===== src/rtl/hd44780_nybble_reader_pkg.sv =====
`default_nettype none
`timescale 1ns/1ps
// +--------------------------------------------------------------------+
// | hd44780_nybble_reader_pkg : tick defaults and nybble helpers        |
// | Rev 1.0                                                            |
// +--------------------------------------------------------------------+

`ifndef H4NS_TICKS_TAS
`define H4NS_TICKS_TAS 3
`endif
`ifndef H4NS_TICKS_PWEH
`define H4NS_TICKS_PWEH 22
`endif
`ifndef H4NS_TICKS_TCYCE
`define H4NS_TICKS_TCYCE 48
`endif
`ifndef H4NS_COUNT_BITS
`define H4NS_COUNT_BITS 6
`endif
`ifndef H4NS_BUSY_POLL_LIMIT
`define H4NS_BUSY_POLL_LIMIT 255
`endif

package hd44780_nybble_reader_pkg;

  typedef enum logic {
    NYB_HI = 1'b0,
    NYB_LO = 1'b1
  } nyb_idx_t;

  function automatic logic [7:0] merge_nybble(input logic [7:0] cur,
                                              input nyb_idx_t   idx,
                                              input logic [3:0] nyb);
    logic [7:0] res;
    res = cur;
    if (idx == NYB_HI) res[7:4] = nyb;
    else               res[3:0] = nyb;
    return res;
  endfunction

endpackage

`default_nettype wire


===== src/rtl/hd44780_nybble_reader.sv =====
`default_nettype none
`timescale 1ns/1ps
// +--------------------------------------------------------------------+
// | hd44780_nybble_reader : 4-bit HD44780 read with optional busy poll  |
// | Rev 1.0                                                            |
// +--------------------------------------------------------------------+

module hd44780_nybble_reader
  import hd44780_nybble_reader_pkg::*;
#(
  parameter int TAS_TICKS   = `H4NS_TICKS_TAS,
  parameter int PWEH_TICKS  = `H4NS_TICKS_PWEH,
  parameter int TCYCE_TICKS = `H4NS_TICKS_TCYCE,
  parameter int COUNT_BITS  = `H4NS_COUNT_BITS,
  parameter int POLL_LIMIT  = `H4NS_BUSY_POLL_LIMIT
) (
  input  logic       CLK_I,
  input  logic       RST_I,
  input  logic       start_strobe,
  input  logic       rs_sel,
  input  logic       poll_busy,
  output logic       end_strobe,
  output logic [7:0] DAT_O,
  output logic       timeout,
  output logic       lcd_rs,
  output logic       lcd_rw,
  output logic       lcd_e,
  input  logic [3:0] lcd_data_i,
  output logic       lcd_data_oe
);

  typedef enum logic [2:0] {
    S_IDLE  = 3'd0,
    S_SETUP = 3'd1,
    S_E_HI  = 3'd2,
    S_E_LO  = 3'd3,
    S_DONE  = 3'd4
  } state_t;

  // Repeat counter only has to reach POLL_LIMIT-1 (reads beyond the first).
  localparam int c_CNT_W = (POLL_LIMIT > 1) ? $clog2(POLL_LIMIT) : 1;
  localparam logic [c_CNT_W-1:0]    c_LIMIT_M1 = c_CNT_W'(POLL_LIMIT - 1);
  localparam logic [COUNT_BITS-1:0] c_TAS_LD   = COUNT_BITS'(TAS_TICKS - 1);
  localparam logic [COUNT_BITS-1:0] c_PWEH_LD  = COUNT_BITS'(PWEH_TICKS - 1);
  localparam logic [COUNT_BITS-1:0] c_ELO_LD   = COUNT_BITS'(TCYCE_TICKS - PWEH_TICKS - 1);

  state_t                r_state, w_state_nxt;
  logic [COUNT_BITS-1:0] r_timer, w_timer_nxt;
  nyb_idx_t              r_idx, w_idx_nxt;
  logic [c_CNT_W-1:0]    r_count, w_count_nxt;
  logic [7:0]            r_dat, w_dat_nxt;
  logic                  r_rs, r_poll;
  logic                  r_end, r_timeout, w_timeout_nxt;
  logic                  r_lcd_rs, r_lcd_rw, r_lcd_e, r_lcd_oe;
  logic                  w_timer_done, w_active, w_owned, w_rs_cap;

  always_comb begin
    w_state_nxt   = r_state;
    w_idx_nxt     = r_idx;
    w_count_nxt   = r_count;
    w_dat_nxt     = r_dat;
    w_timeout_nxt = 1'b0;
    w_timer_nxt   = r_timer;
    w_timer_done  = (r_timer == '0);

    case (r_state)
      S_IDLE: begin
        if (start_strobe) begin
          w_state_nxt = S_SETUP;
          w_idx_nxt   = NYB_HI;
          w_count_nxt = '0;
        end
      end
      S_SETUP: if (w_timer_done) w_state_nxt = S_E_HI;
      S_E_HI: begin
        if (w_timer_done) begin
          w_dat_nxt   = merge_nybble(r_dat, r_idx, lcd_data_i);
          w_state_nxt = S_E_LO;
        end
      end
      S_E_LO: begin
        if (w_timer_done) begin
          if (r_idx == NYB_HI) begin
            w_idx_nxt   = NYB_LO;
            w_state_nxt = S_E_HI;
          end else if (r_poll && r_dat[7] && (r_count < c_LIMIT_M1)) begin
            // RS/RW are already settled, so a repeat read skips SETUP.
            w_count_nxt = r_count + 1'b1;
            w_idx_nxt   = NYB_HI;
            w_state_nxt = S_E_HI;
          end else begin
            w_timeout_nxt = r_poll & r_dat[7];
            w_state_nxt   = S_DONE;
          end
        end
      end
      S_DONE:  w_state_nxt = S_IDLE;
      default: w_state_nxt = S_IDLE;
    endcase

    if (w_state_nxt != r_state) begin
      case (w_state_nxt)
        S_SETUP: w_timer_nxt = c_TAS_LD;
        S_E_HI:  w_timer_nxt = c_PWEH_LD;
        S_E_LO:  w_timer_nxt = c_ELO_LD;
        default: w_timer_nxt = '0;
      endcase
    end else if (!w_timer_done) begin
      w_timer_nxt = r_timer - 1'b1;
    end
  end

  // Pins are registered from the next state so they line up with it.
  assign w_active = (w_state_nxt == S_SETUP) || (w_state_nxt == S_E_HI) ||
                    (w_state_nxt == S_E_LO);
  assign w_owned  = w_active || (w_state_nxt == S_DONE);
  assign w_rs_cap = (r_state == S_IDLE) ? rs_sel : r_rs;

  always_ff @(posedge CLK_I) begin
    if (RST_I) begin
      r_state   <= S_IDLE;
      r_timer   <= '0;
      r_idx     <= NYB_HI;
      r_count   <= '0;
      r_rs      <= 1'b0;
      r_poll    <= 1'b0;
      r_dat     <= 8'h00;
      r_end     <= 1'b0;
      r_timeout <= 1'b0;
      r_lcd_rs  <= 1'b0;
      r_lcd_rw  <= 1'b0;
      r_lcd_e   <= 1'b0;
      r_lcd_oe  <= 1'b1;
    end else begin
      r_state   <= w_state_nxt;
      r_timer   <= w_timer_nxt;
      r_idx     <= w_idx_nxt;
      r_count   <= w_count_nxt;
      r_dat     <= w_dat_nxt;
      r_end     <= (w_state_nxt == S_DONE);
      r_timeout <= w_timeout_nxt;
      r_lcd_rs  <= w_owned ? w_rs_cap : 1'b0;
      r_lcd_rw  <= w_active;
      r_lcd_e   <= (w_state_nxt == S_E_HI);
      r_lcd_oe  <= ~w_owned;
      if ((r_state == S_IDLE) && start_strobe) begin
        r_rs   <= rs_sel;
        r_poll <= poll_busy & ~rs_sel;
      end
    end
  end

  assign end_strobe  = r_end;
  assign DAT_O       = r_dat;
  assign timeout     = r_timeout;
  assign lcd_rs      = r_lcd_rs;
  assign lcd_rw      = r_lcd_rw;
  assign lcd_e       = r_lcd_e;
  assign lcd_data_oe = r_lcd_oe;

endmodule

`default_nettype wire


===== config.mk =====
export PLATFORM = sky130hd
export DESIGN_NAME = hd44780_nybble_reader
export DESIGN_NICKNAME = d
export VERILOG_FILES = /design/src/rtl/hd44780_nybble_reader_pkg.sv /design/src/rtl/hd44780_nybble_reader.sv
export SDC_FILE = /design/constraint.sdc
export NUM_CORES = 1
export LEC_CHECK = 0
export CORE_MARGIN = 4
export CORE_UTILIZATION = 50
export CTS_BUF_LIST = sky130_fd_sc_hd__clkbuf_8
export DETAILED_ROUTE_END_ITERATION = 7
export PLACE_DENSITY = 0.88
export SETUP_SLACK_MARGIN = 0.4
export SYNTH_ARGS = -nofsm -noshare
export SYNTH_HDL_FRONTEND = slang
export SYNTH_SLANG_ARGS = --single-unit
export TNS_END_PERCENT = 30

===== constraint.sdc =====
create_clock -name CLK_I -period 2.6 [get_ports CLK_I]
set_input_delay 0.52 -clock CLK_I [delete_from_list [all_inputs] [get_ports CLK_I]]
set_output_delay 0.52 -clock CLK_I [all_outputs]
set_load 0.01 [all_outputs]

==> results.json <==
{
  "timing.rr.start": "r_timer[1]",
  "place.gp.congestion": 0.979,
  "synth_top_area_frac": 0.441,
  "drive_above_1_share": 0.164,
  "crit_type": "flip-flop to flip-flop",
  "syn2layout_area_growth_pct": 29.9,
  "synthTopCellsByCount": "34 x dfxtp_1, 31 x nor2_1, 16 x nand2_1",
  "dp_hpwl_um": 2740,
  "hold_viol_final": 0,
  "fin_crit_sh": 0.890,
  "synth_most_common_cell": "dfxtp_1",
  "vias_per_cell": 5.95,
  "initial_core_util": 0.541,
  "synth_area_um2": 1540,
  "cp_data_required_time_ns": 2.82,
  "grt_max_degree": 15,
  "wire_per_inst_um": 15.3,
  "cts_made_buffers": 5,
  "slew_violations": 0,
  "cts_tree": "done",
  "yosysSeqAreaShare": 0.441,
  "p_leak_nw": 0.794,
  "relSlewSlack": 0.528,
  "cts.htree.levels": 2,
  "die_w_um": 63.6,
  "cp-start-kind": "flip-flop",
  "grt_pass1_wl_um": 6310,
  "rows": 19,
  "num_io_pins": 23,
  "syn_avg_cell_area_um2": 8.58,
  "drt-initial-drc-count": 88,
  "hold_buffers": 0,
  "clock_latency_ns": 0.28,
  "placed_cell_area_um2": 1830,
  "place_ws_ns": -0.124,
  "yosys_register_bits": 34,
  "num_vias": 1451,
  "setup_violations": 0,
  "crit_path_start": "r_timer[1]",
  "ys_types": 44,
  "final_nets": 223,
  "period_needed_ns": 2.31,
  "n_antenna_cell": 0,
  "async_reset_ff_frac": 0,
  "r2r_setup_slack_ns": 0.29,
  "cts.root.buffer_cell": "clkbuf_8",
  "firstDrtPassIters": 5,
  "syn_nets": 191,
  "max_freq_mhz": 432,
  "ys.flop_type": "dfxtp_1",
  "setup_ws_ns": 0.287,
  "final_area_um2": 2010,
  "end_kind": "flip-flop",
  "synth_top_area_cell": "dfxtp_1",
  "antenna_found_initial": 0,
  "syn-instance-count": 180,
  "io_buffers": 22,
  "finClkSkew_ns": 0.00387,
  "grt_pass1_vias": 1391,
  "crit_fanout": 4,
  "status": "finished clean",
  "rsz0062_at_grt": "true",
  "hp-start": "r_count[7]",
  "dieHeight_um": 63.6,
  "grt.overflow.total": 0,
  "dieArea_um2": 4040,
  "clkSinkCount": 34,
  "ir_drop_mv": 0.486,
  "synth_area_leaders": "dfxtp_1 44%, nor2_1 7.5%, mux2i_1 7.1%, nand2_1 3.9%, a21oi_1 3.6%",
  "cts_buffer_depth": 2,
  "powerDensity_nw_per_um2": 863,
  "grt_usage": 0.197,
  "drc": 0,
  "drv_cap": 0,
  "drtAntennaViolNets": 0,
  "critPathArrivalTime_ns": 2.53,
  "worstHoldPathType": "flip-flop to flip-flop",
  "routed_wl_um": 3730,
  "clk_pin_slew_ns": 0.07,
  "worst_pin_slew_ns": 0.707,
  "yosys_warnings": 0,
  "synth_edf_count": 0,
  "core_um2": 2850
}
==> power by group <==
group | leakage, nW | switching, mW | total [mW] | internal, mW
Clock | 0.0472 | 0.187 | 0.400 | 0.213
Combinational | 0.469 | 0.341 | 0.670 | 0.329
Sequential | 0.277 | 0.0705 | 0.661 | 0.591
Total | 0.794 | 0.598 | 1.73 | 1.13
==> cell type report <==
type | count | area [µm²]
well taps | 31 | 38.8
clock inverters | 2 | 12.5
multi-input cells | 134 | 871
flip-flops and latches | 34 | 683
fillers | 227 | 847
repair buffers | 33 | 303
inverters | 4 | 15.0
clock buffers | 6 | 82.6
==> critical path, cell delays in order, from the launching register on <==
cell	delay, ns
dfxtp_2	0.33
inv_2	0.07
ha_4	0.15
or4b_4	0.48
o31a_1	0.27
or4b_4	0.48
or3_4	0.34
a21oi_2	0.12
==> metrics by stage <==
stage	utilization	power [mW]	setup TNS, ns	hold slack, ns	instances
after floorplan	-	1.07	0	0.436	180
after global placement	0.642	1.22	-0.00288	0.473	231
after detailed placement	0.642	1.24	-0.220	0.469	231
after CTS	0.682	1.69	0	0.485	240
after global routing	0.703	1.85	0	0.515	244
final	0.703	1.73	0	0.480	244
==> placed cells by master, fill, tap and decap left out, types with 2 or more instances in the layout <==
master	n
dfxtp_1	32
nor2_1	31
clkdlybuf4s50_1	22
nand2_1	16
mux2i_1	11
buf_4	11
a21oi_1	10
nor3_1	6
clkbuf_8	6
nand3_1	5
nand4_1	4
xnor2_1	3
o21ai_0	3
inv_2	2
nor4b_1	2
or2_2	2
or4b_4	2
nor2b_1	2
and2_1	2
o211ai_1	2
inv_1	2
xor2_1	2
a21boi_0	2
nand3b_1	2
nor3b_1	2
nand2b_1	2
dfxtp_2	2
==> kinds of logic (layout without fill, tap and decap cells) <==
| group | count (synthesis) | in the layout | synth area share |
|---|---|---|---|
| buf+inv | 12 | 45 | 0.0300 |
| simple gates | 86 | 86 | 0.281 |
| xor+xnor | 5 | 5 | 0.0284 |
| fa+ha+maj | 2 | 2 | 0.0162 |
| flops | 34 | 34 | 0.441 |
| compound gates | 29 | 29 | 0.125 |
| mux | 12 | 12 | 0.0786 |
==> registers in the layout, summed over array words and instances (netlist names), 3 cells and up <==
name	count
r_count	8
r_timer	6
DAT_O	8
r_state	3
==> repair_timing <==
action / CTS / global route
pin swaps: 1 / 1
setup buffers: 1 / 4
gates cloned: 0 / 0
hold endpoints to repair: 0 / 0
resized for setup: 4 / 6
setup endpoints to repair: 5 / 18
==> metal layers <==
| layer | up-vias | share of wire | GRT usage | routed length (µm) |
|---|---|---|---|---|
| li1 | 701 | - | - | - |
| met1 | 670 | 0.41 | 0.240 | 1550 |
| met2 | 72 | 0.49 | 0.322 | 1830 |
| met3 | 8 | 0.078 | 0.0551 | 292 |
| met4 | 0 | 0.016 | 0.0836 | 59 |
| met5 | - | 0 | 0 | 0 |
==> worst paths after layout <==
kind                     end  depth (start not counted)
setup reg to reg  r_count[4]                          7
setup / recovery  r_count[4]                          7
hold / removal    r_count[7]                          2
hold reg to reg   r_count[7]                          2
Note: power is estimated with default switching activity, not from simulation.
